[config.mk]
export PLATFORM = sky130hd
export DESIGN_NAME = tmds_rx_decoder
export DESIGN_NICKNAME = d
export VERILOG_FILES = /design/src/rtl/tmds_rx_decoder.sv
export SDC_FILE = /design/constraint.sdc
export NUM_CORES = 1
export LEC_CHECK = 0
export BUFFER_PORTS_ARGS = -buffer_cell sky130_fd_sc_hd__buf_2
export CAP_MARGIN = 20
export CORE_ASPECT_RATIO = 1.75
export CORE_MARGIN = 2
export CORE_UTILIZATION = 35
export DETAILED_ROUTE_END_ITERATION = 8
export PLACE_DENSITY_LB_ADDON = 0.15
export SLEW_MARGIN = 10
export SYNTH_ARGS = -nofsm -noshare
export SYNTH_HDL_FRONTEND = slang
export SYNTH_SLANG_ARGS = --single-unit
[constraint.sdc]
create_clock -name clk -period 3.4 [get_ports clk]
set_input_delay 0.17 -clock clk [delete_from_list [all_inputs] [get_ports clk]]
set_output_delay 0.17 -clock clk [all_outputs]
set_load 0.01 [all_outputs]
[src/rtl/tmds_rx_decoder.sv]
// tmds_rx_decoder: TMDS word aligner and symbol decoder with pixel position tracking
// Ports:
//   clk, reset              pixel clock, asynchronous active-high reset
//   tmds_in[9:0]            raw deserialized word, bit 0 received first
//   locked, bit_offset[3:0] alignment status and current slip offset
//   de, data[7:0], ctrl[1:0] decoded symbol (registered, zero while searching)
//   hsync, vsync            ctrl[0], ctrl[1]
//   pix_x, pix_y[10:0]      position of the current data word
//   frame_start             one-cycle pulse on vsync rise
module tmds_rx_decoder #(
  parameter int LOCK_RUN      = 16,
  parameter int SEARCH_WINDOW = 2048,
  parameter int LOSS_LIMIT    = 4096
) (
  input  logic        clk,
  input  logic        reset,
  input  logic [9:0]  tmds_in,
  output logic        locked,
  output logic [3:0]  bit_offset,
  output logic        de,
  output logic [7:0]  data,
  output logic [1:0]  ctrl,
  output logic        hsync,
  output logic        vsync,
  output logic [10:0] pix_x,
  output logic [10:0] pix_y,
  output logic        frame_start
);
  localparam int RW = $clog2(LOCK_RUN + 1);
  localparam int WW = $clog2(SEARCH_WINDOW + 1);
  localparam int LW = $clog2(LOSS_LIMIT + 1);
  typedef enum logic {SEARCH, LOCKED} state_t;
  state_t        r_state, w_state_nx;
  logic [9:0]    r_prev, r_aligned;
  logic [3:0]    r_offset, w_offset_nx;
  logic [RW-1:0] r_run, w_run_nx;
  logic [WW-1:0] r_win, w_win_nx;
  logic [LW-1:0] r_loss, w_loss_nx;
  logic          r_de, r_fs;
  logic [7:0]    r_data;
  logic [1:0]    r_ctrl;
  logic [10:0]   r_x, r_y;
  logic [19:0]   w_window;
  logic          w_is_ctrl, w_live, w_de_nx, w_vs_rise, w_line_end;
  logic [1:0]    w_ctrl_dec, w_ctrl_nx;
  logic [7:0]    w_q, w_data_dec, w_data_nx;
  logic [10:0]   w_x_inc, w_y_inc, w_x_nx, w_y_nx;
  assign w_window   = {tmds_in, r_prev};
  assign w_is_ctrl  = (r_aligned == 10'h354) || (r_aligned == 10'h0AB) ||
                      (r_aligned == 10'h154) || (r_aligned == 10'h2AB);
  assign w_ctrl_dec = (r_aligned == 10'h0AB) ? 2'b01 :
                      (r_aligned == 10'h154) ? 2'b10 :
                      (r_aligned == 10'h2AB) ? 2'b11 : 2'b00;
  assign w_q        = r_aligned[9] ? ~r_aligned[7:0] : r_aligned[7:0];
  // bit 8 selects XOR (1) or XNOR (0) chaining of the transition-minimised byte
  assign w_data_dec = {w_q[7:1] ^ w_q[6:0] ^ {7{~r_aligned[8]}}, w_q[0]};
  always_comb begin
    w_state_nx  = r_state;
    w_offset_nx = r_offset;
    w_run_nx    = r_run;
    w_win_nx    = r_win;
    w_loss_nx   = r_loss;
    if (r_state == SEARCH) begin
      w_run_nx = w_is_ctrl ? r_run + 1'b1 : '0;
      w_win_nx = r_win + 1'b1;
      if (w_is_ctrl && r_run == RW'(LOCK_RUN - 1)) begin
        w_state_nx = LOCKED;
        w_run_nx   = '0;
        w_win_nx   = '0;
        w_loss_nx  = '0;
      end else if (r_win == WW'(SEARCH_WINDOW - 1)) begin
        w_offset_nx = (r_offset == 4'd9) ? 4'd0 : r_offset + 4'd1;
        w_run_nx    = '0;
        w_win_nx    = '0;
      end
    end else begin
      w_loss_nx = w_is_ctrl ? '0 : r_loss + 1'b1;
      if (!w_is_ctrl && r_loss == LW'(LOSS_LIMIT - 1)) begin
        w_state_nx = SEARCH;
        w_loss_nx  = '0;
        w_run_nx   = '0;
        w_win_nx   = '0;
      end
    end
  end
  // outputs are gated by the next state so they change on the same edge as locked
  assign w_live     = (w_state_nx == LOCKED);
  assign w_de_nx    = w_live && !w_is_ctrl;
  assign w_data_nx  = w_de_nx ? w_data_dec : 8'h00;
  assign w_ctrl_nx  = (w_live && w_is_ctrl) ? w_ctrl_dec : 2'b00;
  assign w_vs_rise  = w_ctrl_nx[1] && !r_ctrl[1];
  assign w_line_end = r_de && !w_de_nx;
  assign w_x_inc    = (r_x == 11'd2047) ? r_x : r_x + 11'd1;
  assign w_y_inc    = (r_y == 11'd2047) ? r_y : r_y + 11'd1;
  assign w_x_nx     = (!w_live || w_line_end) ? 11'd0 : r_de ? w_x_inc : r_x;
  assign w_y_nx     = (!w_live || w_vs_rise) ? 11'd0 : w_line_end ? w_y_inc : r_y;
  always_ff @(posedge clk or posedge reset) begin
    if (reset) begin
      r_state   <= SEARCH;
      r_prev    <= '0;
      r_aligned <= '0;
      r_offset  <= '0;
      r_run     <= '0;
      r_win     <= '0;
      r_loss    <= '0;
      r_de      <= 1'b0;
      r_data    <= '0;
      r_ctrl    <= '0;
      r_x       <= '0;
      r_y       <= '0;
      r_fs      <= 1'b0;
    end else begin
      r_state   <= w_state_nx;
      r_prev    <= tmds_in;
      r_aligned <= w_window[r_offset +: 10];
      r_offset  <= w_offset_nx;
      r_run     <= w_run_nx;
      r_win     <= w_win_nx;
      r_loss    <= w_loss_nx;
      r_de      <= w_de_nx;
      r_data    <= w_data_nx;
      r_ctrl    <= w_ctrl_nx;
      r_x       <= w_x_nx;
      r_y       <= w_y_nx;
      r_fs      <= w_vs_rise;
    end
  end
  assign locked      = (r_state == LOCKED);
  assign bit_offset  = r_offset;
  assign de          = r_de;
  assign data        = r_data;
  assign ctrl        = r_ctrl;
  assign hsync       = r_ctrl[0];
  assign vsync       = r_ctrl[1];
  assign pix_x       = r_x;
  assign pix_y       = r_y;
  assign frame_start = r_fs;
endmodule

---- Yosys cells after proc, flatten, opt, wreduce, memory -nomap -nowiden ----
Index checks and enable logic that the tools add are counted.
cells by class
  add/subtract/negate cells ............... 6
  multiply operators ...................... 0
  divide/modulo/power cells ............... 0
  magnitude comparators ................... 0
  equality and inequality tests ........... 13
  shift operators ......................... 1
  muxes and demuxes ....................... 29
  bitwise gates (word level) .............. 6
  reduce and logical (&&, ||, !) cells .... 21
operators by type and width
  operator               number
  $mux 11                6
  $mux 13                4
  $mux 12                4
  $mux 5                 5
  $add 11x1->11 const B  2
  $eq 11x11->1 const B   2
  $eq 10x10->1 const B   2
  $shiftx 20x5->10       1
  $mux 8                 2
  $xor 7x7->7            2
  $add 13x1->13 const B  1
  $eq 13x12->1 const B   1
  $add 12x1->12 const B  1
  $eq 12x11->1 const B   1
  $eq 10x8->1 const B    1
  $eq 10x9->1 const B    1
  $mux 2                 4
  $not 8->8              1
  $logic_and 1x1->1      6
  $ne 2x1->1 const B     3
  $reduce_bool 2->1      3
  $add 5x1->5 const B    1
  $eq 5x4->1 const B     1
  $logic_or 1x1->1       5
  8 further kinds        16
word-level totals
  flip-flop bits (word level) ............. 89
  latch bits .............................. 0
  RAM bits ................................ 0
  ROM bits ................................ 0
  bits of input ports ..................... 12
  output and inout bits ................... 41
  word-level logic and storage cells ...... 89
  memories kept ........................... 0

---- Longest topological paths before layout ----
Gate-level depths: netlist (run 1).
  depth in word-level cells ............... 14
  depth in mapped cells ................... 9
  mapped depth without buffers ............ 8

---- Worst setup path before layout (run 1) ----
Ideal clock, no wire load.
  path kind ............................... reg2reg
  start point ............................. reg r_offset[1], in the netlist bit_offset[1]
  end point ............................... reg r_aligned[4]
  setup time .............................. 0.138 ns
  data arrival time ....................... 2.163 ns
  required time ........................... 3.262 ns
  path slack .............................. 1.099 ns
  cell stages (with the launch flop) ...... 6
  path buffers ............................ 3
  clock period less this slack ............ 2.301 ns
  path through ............................ dfrtp_1 -> clkbuf_1 -> clkbuf_1 -> clkbuf_1 -> mux4_2 -> mux4_2
between the ends
  cells in the longest elaborated chain, start to end .. 1
RTL lines
  element                   line  text
  start: declaration        35    logic [3:0] r_offset, w_offset_nx;
  start signal: assignment  116   r_offset <= w_offset_nx;
  $shiftx 20x5->10          115   r_aligned <= w_window[r_offset +: 10];
  end signal: assignment    115
  end: declaration          34    logic [9:0] r_prev, r_aligned;
Every way passes these cells.
A chain may end at the register's enable or synchronous reset.

---- Final worst setup path (run 1) ----
  start point ............................. reg r_loss[0]
  end point ............................... reg r_x[6], in the netlist pix_x[6]
between the ends
  cells in the longest elaborated chain, start to end .. 10
  elaborated cells between the ends (all ways) .. 13
  classes of those cells .................. 2 x eq/ne; 3 x mux; 8 x reduce/logical
RTL lines
  element                                                           line  text
  start: declaration                                                38    logic [LW-1:0] r_loss, w_loss_nx;
  start signal: assignment                                          119   r_loss <= w_loss_nx;
  $eq 13x12->1 (*)                                                  78    if (!w_is_ctrl && r_loss == LW'(LOSS_LIMIT - 1)) begin
  $logic_and 1x1->1 (*)                                             78
  $mux 1 (*)                                                        78
  $mux 1 (*)                                                        63    if (r_state == SEARCH) begin
  $logic_and 1x1->1                                                 88    assign w_de_nx = w_live && !w_is_ctrl;
  $logic_not 1->1                                                   92    assign w_line_end = r_de && !w_de_nx;
  $logic_and 1x1->1                                                 92
  $logic_or 1x1->1 (*)                                              95    assign w_x_nx = (!w_live || w_line_end) ? 11'd0 : r_de ? w_x_inc : r_x;
  $ne 2x1->1 (no line) / $reduce_bool 2->1 (equally long branches)  --
  $reduce_and 2->1 (no line)                                        --
  end signal: assignment                                            123   r_x <= w_x_nx;
  end: declaration                                                  42    logic [10:0] r_x, r_y;
Every way passes the cells marked *; elsewhere a longest branch is shown, timed or not.

==> impl_summary.log, run 1 <==
INFO  metric outcome = complete, no violations
INFO  metric synth_compound_gate_area_share = 14.45%
INFO  metric post-route-min-period = 2.710 ns
INFO  metric cts-buffers-inserted = 9
INFO  metric number_of_global_route_vias_before_repair = 3721
INFO  metric final.setup_skew = 0.007720 ns
INFO  metric largest_net_degree_at_the_start_of_global_routing = 45
INFO  metric die-height = 157.6 µm
INFO  metric clk_transition_reported_paths = 0.07 ns
INFO  metric p_leak = 2.375 nW
INFO  metric place.detailed.hpwl = 7882 µm
INFO  metric synthArstFlopShare = 100.0%
INFO  metric kind_of_end_point_of_the_critical_path = register
INFO  metric numClockSinks = 89
INFO  metric max_freq = 0.3690 GHz
INFO  metric via_count = 3700
INFO  metric synth_sequential_area_ratio = 47.19%
INFO  metric avgRoutedWirePerCell = 14.96 µm
INFO  metric number_of_library_cell_types_mapped_by_synthesis = 59
INFO  metric synth_edf_count = 0
INFO  metric gp_congestion = 0.8530
INFO  metric synth-xor-area-share = 5.196%
INFO  metric viasPerCell = 5.263
INFO  metric area_growth = 18.37%
INFO  metric post_synth_main_area_contributors = sky130_fd_sc_hd__dfrtp_1, sky130_fd_sc_hd__mux4_2, sky130_fd_sc_hd__xnor2_1
INFO  metric hold_path_class = reg2reg
INFO  metric whs_endpoint = frame_start
INFO  metric layout_common_cells = sky130_fd_sc_hd__dfrtp_1, sky130_fd_sc_hd__buf_2, sky130_fd_sc_hd__nor2_1, sky130_fd_sc_hd__nand2_1, sky130_fd_sc_hd__o21ai_0
INFO  metric placedInstanceArea = 5137 µm²
INFO  metric basic_gate_share_of_the_synthesized_area_counting_and_or_nand_and_nor_cells = 18.53%
INFO  metric postSynth.topFlopCell = sky130_fd_sc_hd__dfrtp_1
INFO  metric synth_mux_area_share = 9.438%
INFO  metric synth.top_cell.area_share = 47.19%
INFO  metric port_buffers = 52
INFO  metric rows = 56
INFO  metric synth_instances = 466
INFO  metric gr-total-overflow = 0
INFO  metric hold-worst-slack = 0.4715 ns
INFO  metric number_of_synthesized_register_bits = 89
INFO  metric first_pass_grt_wire_length = 17920 µm
INFO  metric hold_path_depth = 1
INFO  metric hold_viol = 0
INFO  metric floorplan.initialDensity = 35.45%
INFO  metric fillerInstances = 1343
INFO  metric timing.rr.start = r_loss[0]
INFO  metric p_total = 2.274 mW
INFO  metric antenna_found_initial = 0
INFO  metric n_antenna_cell = 0
INFO  metric setup.worst_path.start_class = register
INFO  metric min_period_over_period = 79.70%
INFO  metric grt_setup_unrepaired = false
INFO  metric timing.reg2reg.worst_path_depth = 7
INFO  metric tritoncts = done
INFO  metric max-slew-margin-rel = 37.13%
INFO  metric most_frequent_standard_cell_in_the_layout_excluding_fill_and_tap_cells = sky130_fd_sc_hd__dfrtp_1
INFO  metric die_footprint = 14470 µm²
INFO  metric max_cap_viol_count = 0
INFO  metric synth_adder_area_share = 1.591%
INFO  metric tightest_slew = 0.9430 ns
INFO  metric crit_type = reg2reg
INFO  metric setup_tns = 0 ns
INFO  metric drtIter0Drc = 160
INFO  metric avgSynthCellArea = 10.13 µm²
INFO  metric ratio_of_cells_with_drive_above_1_in_the_final_layout = 19.85%
INFO  metric design.final.nets = 542
INFO  metric synth-warning-count = 0
INFO  metric pwr_density_cell = 407.0 nW/µm²
INFO  metric peakVddDrop = 0.2412 mV
INFO  metric cts_max_path_buffers = 2
INFO  metric synth_nets = 484
INFO  metric netlist.top_cell.by_area = sky130_fd_sc_hd__dfrtp_1
INFO  metric critical_path.reg2reg.endpoint = pix_x[6]
INFO  metric synth_top_family_by_area = simple AND/OR/NAND/NOR gates
INFO  metric timing_max_transition_violations_final = 0
INFO  metric drt_pre_antenna_iters = 5
INFO  metric chipWidth = 91.78 µm
INFO  metric cp.arrival = 2.97 ns
INFO  metric design_area = 5587 µm²
INFO  metric drc = 0
INFO  metric groute.usage.overall = 15.59%
INFO  metric synth_area = 4720 µm²
INFO  metric setup_failing_eps_final = 0
INFO  metric hold_start = ctrl[1]
INFO  metric clock_insertion_delay_worst_skew = 0.34 ns
INFO  metric ioPinCount = 53
INFO  metric ant_nets = 0
INFO  metric fp.coreArea = 13310 µm²
INFO  metric postRouteWirelength = 10520 µm
INFO  metric cts_max_level = 3
INFO  metric clockRootBuffer = sky130_fd_sc_hd__clkbuf_16
INFO  metric ff2ff_setup_slack = 0.69 ns
INFO  metric critical_path_required = 3.66 ns
INFO  metric critPathMaxFanout = 20
==> worst max path at each step <==
stage,startpoint,to,slack (ns),depth (start not counted)
final,r_loss[0],pix_x[6],0.69,7
after global routing,r_loss[0],pix_x[6],0.54,7
after detailed placement,r_loss[0],pix_x[6],0.71,7
after global placement,r_loss[0],pix_x[6],0.77,7
after CTS,r_loss[0],pix_x[6],0.69,7
after floorplan,reset,bit_offset[0],0.92,1
==> area by class of cell <==
| cell class | instances | area [µm²] | share of cell area, % |
|---|---|---|---|
| Timing Repair Buffer | 70 | 422.9 | 7.570 |
| Sequential cell | 89 | 2227 | 39.87 |
| Tap cell | 174 | 217.7 | 3.897 |
| Multi-Input combinational cell | 337 | 2322 | 41.57 |
| Clock inverter | 4 | 75.07 | 1.344 |
| Inverter | 17 | 65.06 | 1.165 |
| Clock buffer | 12 | 256.5 | 4.591 |
==> through the flow <==
stage	utilization, %	setup WS, ns	cells
after floorplan	-	0.9231	466
after global placement	38.59	0.7701	675
after detailed placement	38.59	0.7062	675
after CTS	41.91	0.6900	702
after global routing	41.96	0.5423	703
final	41.96	0.6900	703
==> routing by layer <==
layer	GRT usage, %	up-vias	share of wire (%)
met4	6.610	0	2.5
met2	29.73	71	56
met1	16.53	1814	38
met3	2.999	19	3.1
li1	-	1796	-
met5	0	-	0
==> repair_timing <==
item	4_1_cts	5_1_grt
endpoints found under the hold margin	52	0
resized for setup	0	0
hold buffers	11	0
setup buffers	0	0
==> report_power, final <==
| part | switching [mW] | total, mW | leakage (nW) | internal, mW |
|---|---|---|---|---|
| combinational | 0.0508 | 0.0984 | 1.04 | 0.0476 |
| sequential | 0.0136 | 1.08 | 1.18 | 1.07 |
| clock | 0.406 | 1.09 | 0.155 | 0.684 |
==> cells in the mapped netlist, types with 13 or more instances <==
cell,count
sky130_fd_sc_hd__dfrtp_1,89
sky130_fd_sc_hd__nor2_1,44
sky130_fd_sc_hd__nand2_1,39
sky130_fd_sc_hd__o21ai_0,35
sky130_fd_sc_hd__xnor2_1,25
sky130_fd_sc_hd__nand3_1,20
sky130_fd_sc_hd__a21oi_1,17
sky130_fd_sc_hd__nor3_1,15
sky130_fd_sc_hd__clkbuf_1,14
sky130_fd_sc_hd__inv_1,14
sky130_fd_sc_hd__mux2i_1,13
sky130_fd_sc_hd__mux4_2,13
==> critical path, cell delays in order, from the launching register on <==
cell and delay, ns:
sky130_fd_sc_hd__dfrtp_1 0.39, sky130_fd_sc_hd__ha_1 0.24, sky130_fd_sc_hd__nand4_2 0.17, sky130_fd_sc_hd__or4_4 0.61
sky130_fd_sc_hd__o31ai_4 0.21, sky130_fd_sc_hd__o211ai_2 0.36, sky130_fd_sc_hd__or4_1 0.51, sky130_fd_sc_hd__a21boi_1 0.15
==> sequential cells by signal, indices dropped and copies added (netlist names) <==
register / count
ctrl: 2
r_run: 5
r_prev: 10
r_aligned: 10
frame_start: 1
pix_x: 11
bit_offset: 4
data: 8
pix_y: 11
r_win: 12
r_loss: 13
locked: 1
de: 1
==> cell families (layout without fill, tap and decap cells) <==
logic type / count (synthesis) / after routing
adders and majority gates: 6 / 6
buffers and inverters: 40 / 103
muxes: 28 / 28
xor gates and xnor gates: 28 / 28
AOI/OAI and AO/OA: 103 / 103
DFF: 89 / 89
and+or+nand+nor: 172 / 172
(Power assumes the default switching activity.)
==> run 2: changes to the inputs <==
clock period = 2.8 ns   (was 3.4 ns; I/O delays follow)
==> impl_summary.log, run 2 (synthesized netlist as in run 1, its figures left out) <==
INFO  metric outcome = complete, no violations
INFO  metric floorplan.initialDensity = 35.45% (unchanged)
INFO  metric m1WireLength = 3970 µm (-1.7%)
INFO  metric setup_tns = 0 ns (unchanged)
INFO  metric max_freq = 0.3933 GHz (+6.6%)
INFO  metric n_antenna_cell = 0 (unchanged)
INFO  metric tightest_slew = 0.8406 ns (-0.1024 ns)
INFO  metric number_of_global_route_vias_before_repair = 3811 (+2.4%)
INFO  metric design_area = 5632 µm² (+0.81%)
INFO  metric multi_input_comb_area = 2322 µm² (unchanged)
INFO  metric clock_insertion_delay_worst_skew = 0.34 ns (about the same)
INFO  metric largest_net_degree_at_the_start_of_global_routing = 47 (+4.4%)
INFO  metric gr-total-overflow = 0 (unchanged)
INFO  metric cp.arrival = 2.81 ns (-0.16 ns)
INFO  metric p_total = 2.727 mW (+20%)
INFO  metric design.final.nets = 548 (+1.1%)
INFO  metric ioPinCount = 53 (unchanged)
INFO  metric setup.worst_path.start_class = register
INFO  metric clockRootBuffer = sky130_fd_sc_hd__clkbuf_16
INFO  metric drc = 0 (unchanged)
INFO  metric post-route-min-period = 2.543 ns (-0.1673 ns)
INFO  metric groute.usage.overall = 15.73% (+0.14 points)
INFO  metric routed_wire_length_on_met2 = 5922 µm (+0.59%)
INFO  metric seqCellArea = 2227 µm² (unchanged)
INFO  metric chipWidth = 91.78 µm (unchanged)
INFO  metric most_frequent_standard_cell_in_the_layout_excluding_fill_and_tap_cells = sky130_fd_sc_hd__dfrtp_1
INFO  metric cts_max_path_buffers = 2 (unchanged)
INFO  metric setup_failing_eps_final = 0 (unchanged)
INFO  metric crit_type = reg2reg
INFO  metric wl_met3 = 304 µm (-7.3%)
INFO  metric kind_of_end_point_of_the_critical_path = register
INFO  metric cts_max_level = 3 (unchanged)
INFO  metric layout_common_cells = sky130_fd_sc_hd__dfrtp_1, sky130_fd_sc_hd__buf_2, sky130_fd_sc_hd__nor2_1, sky130_fd_sc_hd__nand2_1, sky130_fd_sc_hd__o21ai_0
INFO  metric max_cap_viol_count = 0 (unchanged)
INFO  metric max-slew-margin-rel = 43.96% (+6.8 points)
INFO  metric first_pass_grt_wire_length = 18090 µm (+0.96%)
INFO  metric timing_max_transition_violations_final = 0 (unchanged)
INFO  metric critPathMaxFanout = 14 (-30%)
INFO  metric area_growth = 19.33%
INFO  metric hold_viol = 0 (unchanged)
INFO  metric pwr_density_cell = 484.3 nW/µm² (+19%)
INFO  metric fp.coreArea = 13310 µm² (unchanged)
INFO  metric p_leak = 2.405 nW (+1.3%)
INFO  metric tritoncts = done
INFO  metric drtIter0Drc = 115 (-28%)
INFO  metric numClockSinks = 89 (unchanged)
INFO  metric postRouteWirelength = 10520 µm (about the same)
INFO  metric path_buf_inv = 0 (unchanged)
INFO  metric min_period_over_period = 90.81% (+11 points)
INFO  metric ratio_of_cells_with_drive_above_1_in_the_final_layout = 20.60% (+0.75 points)
INFO  metric rows = 56 (unchanged)
INFO  metric cp_top_family = simple AND/OR/NAND/NOR gates
INFO  metric clk_transition_reported_paths = 0.06 ns (about the same)
INFO  metric top_regs = r_loss x13, r_win x12
INFO  metric die-height = 157.6 µm (unchanged)
INFO  metric placedInstanceArea = 5202 µm² (+1.3%)
INFO  metric critical_path_required = 3.06 ns (-0.60 ns)
INFO  metric fillerInstances = 1324 (-1.4%)
INFO  metric highest-signal-layer = met4
INFO  metric ant_nets = 0 (unchanged)
INFO  metric top_register = r_loss
INFO  metric largest_reg_flops = 13 (unchanged)
INFO  metric critical-path-slowest-cell = sky130_fd_sc_hd__or4_4
INFO  metric peakVddDrop = 0.2384 mV (-1.2%)
INFO  metric final.setup_skew = 0.007424 ns (-0.0002956 ns)
INFO  metric die_footprint = 14470 µm² (unchanged)
INFO  metric path_cells = ha_1 -> nand4_2 -> or4_4 -> o31ai_4 -> o211ai_2 -> or4_1 -> a21boi_1
INFO  metric antenna_found_initial = 0 (unchanged)
INFO  metric drt_pre_antenna_iters = 4 (-1)
INFO  metric via_count = 3698 (-0.054%)
INFO  metric gp_congestion = 0.8683 (+1.8%)
INFO  metric max_stage_delay = 0.60 ns (about the same)
INFO  metric viasPerCell = 5.223 (-0.76%)
INFO  metric avgRoutedWirePerCell = 14.85 µm (-0.69%)
INFO  metric grt_setup_unrepaired = false
INFO  metric final_worst_slack = 0.2574 ns (-0.4327 ns)
INFO  metric pre_cts_slack = 0.2563 ns (-0.4499 ns)
INFO  metric cts-buffers-inserted = 9 (unchanged)
INFO  metric hold_path_class = in2async
INFO  metric place.detailed.hpwl = 7960 µm (+1.0%)
INFO  metric port_buffers = 52 (unchanged)
## run 2: cell count changes in the layout (fill, tap and decap cells not counted)
cell,change
sky130_fd_sc_hd__clkbuf_8,-1
sky130_fd_sc_hd__clkinvlp_4,-1
sky130_fd_sc_hd__inv_6,+1
sky130_fd_sc_hd__buf_12,+1
sky130_fd_sc_hd__buf_4,+5
## run 2: final timing paths
check,startpoint,cells after the start,slack [ns],to
max in group asynchronous,reset,4,1.63,pix_x[3]
setup / recovery,r_loss[0],7,0.26,pix_x[6]
hold reg to reg,r_loss[12],1,0.49,r_loss[12]
hold / removal,reset,3,0.46,r_win[7]
min in group clk,tmds_in[8],2,0.48,r_prev[8]
setup reg to reg,r_loss[0],7,0.26,pix_x[6]
## run 2: layer usage
layer / global-route usage, % / vias to the layer above
met5: 0 / -
met1: 16.15 / 1801
li1: - / 1815
met3: 2.951 / 20
met4: 8.671 / 0
met2: 29.66 / 62
## run 2: area by class of cell
cell class / count / area share (%)
clock inverter: 4 / 1.355
timing repair buffer: 76 / 8.531
sequential: 89 / 39.55
multi-input combinational: 337 / 41.24
tap: 174 / 3.866
inverter: 17 / 1.155
clock buffer: 11 / 4.310
## run 2: worst register-to-register path: stages, from the launching register on
cell	delay (ns)
sky130_fd_sc_hd__dfrtp_1	0.38
sky130_fd_sc_hd__ha_1	0.23
sky130_fd_sc_hd__nand4_2	0.16
sky130_fd_sc_hd__or4_4	0.60
sky130_fd_sc_hd__o31ai_4	0.21
sky130_fd_sc_hd__o211ai_2	0.28
sky130_fd_sc_hd__or4_1	0.47
sky130_fd_sc_hd__a21boi_1	0.14
## run 2: metrics by stage
stage               hold slack (ns)  std cells  utilization [%]
floorplan                    0.1714        466                -
finish                       0.4640        708            42.30
global route                 0.4821        708            42.30
detailed placement           0.2850        682            39.08
global placement             0.2764        682            39.08
CTS                          0.4666        708            42.30
## run 2: repair_timing
action	4_1_cts	5_1_grt
buffers inserted	0	0
hold buffers	11	0
endpoints found under the hold margin	53	0
resized for setup	0	0
## run 2: power by group
part / leakage, nW / switching, mW / total (mW) / internal (mW)
Sequential: 1.18 / 0.0163 / 1.32 / 1.30
Combinational: 1.07 / 0.0610 / 0.120 / 0.0589
Clock: 0.152 / 0.486 / 1.29 / 0.805
==> run 3: changes to the inputs <==
clock period = 2.9 ns   (was 2.8 ns; I/O delays follow)
==> impl_summary.log, run 3 (synthesized netlist as in run 1, its figures left out) <==
INFO  metric drc = 0 (unchanged)
INFO  metric final.setup_skew = 0.007748 ns (+0.0003234 ns)
INFO  metric pre_cts_slack = 0.2464 ns (-0.009964 ns)
INFO  metric timing.reg2reg.worst_path_depth = 8 (+1)
INFO  metric pwr_density_cell = 455.7 nW/µm² (-5.9%)
INFO  metric grt_setup_unrepaired = false
INFO  metric setup_failing_eps_final = 0 (unchanged)
INFO  metric setup.worst_path.start_class = register
INFO  metric max_freq = 0.3854 GHz (-2.0%)
INFO  metric gr-total-overflow = 0 (unchanged)
INFO  metric top_regs = r_loss x13, r_win x12
INFO  metric most_frequent_standard_cell_in_the_layout_excluding_fill_and_tap_cells = sky130_fd_sc_hd__dfrtp_1
INFO  metric timing_max_transition_violations_final = 0 (unchanged)
INFO  metric clockRootBuffer = sky130_fd_sc_hd__clkbuf_16
INFO  metric critical_path_required = 3.16 ns (+0.10 ns)
INFO  metric crit_type = reg2reg
INFO  metric viasPerCell = 5.196 (-0.51%)
INFO  metric area_growth = 18.69%
INFO  metric rows = 56 (unchanged)
INFO  metric setup_tns = 0 ns (unchanged)
INFO  metric drtIter0Drc = 126 (+9.6%)
INFO  metric peakVddDrop = 0.2346 mV (-1.6%)
INFO  metric groute.usage.overall = 15.43% (-0.30 points)
INFO  metric postRouteWirelength = 10620 µm (+0.93%)
INFO  metric post-route-min-period = 2.595 ns (+0.05217 ns)
INFO  metric number_of_global_route_vias_before_repair = 3708 (-2.7%)
INFO  metric numClockSinks = 89 (unchanged)
INFO  metric ant_nets = 0 (unchanged)
INFO  metric tritoncts = done
INFO  metric max-slew-margin-rel = 43.80% (-0.16 points)
INFO  metric largest_net_degree_at_the_start_of_global_routing = 46 (-2.1%)
INFO  metric cts_max_level = 3 (unchanged)
INFO  metric hold_viol = 0 (unchanged)
INFO  metric chipWidth = 91.78 µm (unchanged)
INFO  metric seqCellArea = 2227 µm² (unchanged)
INFO  metric p_leak = 2.388 nW (-0.72%)
INFO  metric critical_path.reg2reg.endpoint = pix_x[3]
INFO  metric die-height = 157.6 µm (unchanged)
INFO  metric die_footprint = 14470 µm² (unchanged)
INFO  metric largest_reg_flops = 13 (unchanged)
INFO  metric kind_of_end_point_of_the_critical_path = register
INFO  metric clock_insertion_delay_worst_skew = 0.34 ns (about the same)
INFO  metric final_core_util = 42.08% (-0.23 points)
INFO  metric design.final.nets = 547 (-0.18%)
INFO  metric gp_congestion = 0.8451 (-2.7%)
INFO  metric min_period_over_period = 89.48% (-1.3 points)
INFO  metric hold_path_class = in2async
INFO  metric via_count = 3679 (-0.51%)
INFO  metric design_area = 5602 µm² (-0.53%)
INFO  metric multi_input_comb_area = 2322 µm² (unchanged)
INFO  metric ratio_of_cells_with_drive_above_1_in_the_final_layout = 20.60% (unchanged)
INFO  metric cts_max_path_buffers = 2 (unchanged)
INFO  metric placedCellCount = 680 (-0.29%)
INFO  metric critPathMaxFanout = 10 (-4)
INFO  metric max_cap_viol_count = 0 (unchanged)
INFO  metric cts-buffers-inserted = 9 (unchanged)
INFO  metric top_register = r_loss
INFO  metric n_antenna_cell = 0 (unchanged)
INFO  metric port_buffers = 52 (unchanged)
INFO  metric ioPinCount = 53 (unchanged)
INFO  metric place.detailed.hpwl = 7789 µm (-2.1%)
INFO  metric fp.coreArea = 13310 µm² (unchanged)
INFO  metric first_pass_grt_wire_length = 17820 µm (-1.5%)
INFO  metric hold-worst-slack = 0.4812 ns (+0.01726 ns)
INFO  metric p_total = 2.553 mW (-6.4%)
INFO  metric final_worst_slack = 0.3052 ns (+0.04783 ns)
INFO  metric avgRoutedWirePerCell = 14.99 µm (+0.93%)
INFO  metric cp.arrival = 2.85 ns (+0.04 ns)
INFO  metric fillerInstances = 1345 (+1.6%)
INFO  metric ff2ff_setup_slack = 0.31 ns (+0.05 ns)
INFO  metric finalNonFillerCells = 708 (unchanged)
INFO  metric clk_transition_reported_paths = 0.06 ns (about the same)
INFO  metric outcome = complete, no violations
INFO  metric antenna_found_initial = 0 (unchanged)
INFO  metric drt_pre_antenna_iters = 4 (unchanged)
INFO  metric timing.rr.start = r_loss[0]
INFO  metric placedInstanceArea = 5187 µm² (-0.29%)
INFO  metric layout_common_cells = sky130_fd_sc_hd__dfrtp_1, sky130_fd_sc_hd__buf_2, sky130_fd_sc_hd__nor2_1, sky130_fd_sc_hd__nand2_1, sky130_fd_sc_hd__o21ai_0
INFO  metric tightest_slew = 0.8430 ns (+0.002373 ns)
INFO  metric floorplan.initialDensity = 35.45% (unchanged)
INFO  metric cts-resized-gates = 0 (unchanged)
## run 3: cell types whose count changed in the layout (fill, tap and decap cells not counted)
cell and change:
sky130_fd_sc_hd__buf_4 -1, sky130_fd_sc_hd__bufinv_16 -1, sky130_fd_sc_hd__clkbuf_8 -1, sky130_fd_sc_hd__clkinv_2 +1, sky130_fd_sc_hd__clkinv_4 +1, sky130_fd_sc_hd__clkinvlp_4 +1
## run 3: how the worst max path moves through the flow
stage,slack (ns),startpoint,depth (start not counted),endpoint
5_1_grt,0.15,r_loss[0],8,pix_x[5]
3_3_place_gp,0.28,r_run[0],7,bit_offset[0]
2_1_floorplan,0.45,reset,1,bit_offset[0]
4_1_cts,0.23,r_run[0],7,bit_offset[0]
6_report,0.31,r_loss[0],8,pix_x[3]
3_5_place_dp,0.25,r_run[0],7,bit_offset[0]
## run 3: final cells by class
type,count,share of cell area [%]
clock buffers,10,4.088
clock inverters,6,1.206
inverters,17,1.161
multi-input cells,337,41.46
flip-flops and latches,89,39.76
well taps,174,3.887
repair buffers,75,8.443
## run 3: power by group
| group | switching, mW | total, mW | internal, mW | leakage (nW) |
|---|---|---|---|---|
| Clock | 0.495 | 1.17 | 0.671 | 0.139 |
| Sequential | 0.0154 | 1.27 | 1.26 | 1.18 |
| Combinational | 0.0583 | 0.115 | 0.0569 | 1.07 |
| Total | 0.569 | 2.55 | 1.98 | 2.39 |
## run 3: repair_timing
item                                   in CTS  in global routing
endpoints found under the hold margin      54                  0
setup endpoints to repair                   0                  0
buffers inserted                            0                  0
hold buffers                               11                  0
## run 3: routing by layer
layer	track usage [%]	part of all wire (%)	up-vias
met1	17.09	40	1799
li1	-	-	1802
met3	2.665	2.9	11
met2	28.99	55	67
met5	0	0	-
met4	6.183	2.1	0
## run 3: critical path, cell delays in order, from the launching register on
cell and delay [ns]:
sky130_fd_sc_hd__dfrtp_1 0.38, sky130_fd_sc_hd__ha_1 0.23, sky130_fd_sc_hd__nand4_2 0.16, sky130_fd_sc_hd__or4_4 0.60, sky130_fd_sc_hd__o31ai_4 0.22, sky130_fd_sc_hd__o211ai_2 0.21, sky130_fd_sc_hd__buf_4 0.22, sky130_fd_sc_hd__or3_1 0.34
sky130_fd_sc_hd__a21boi_1 0.15
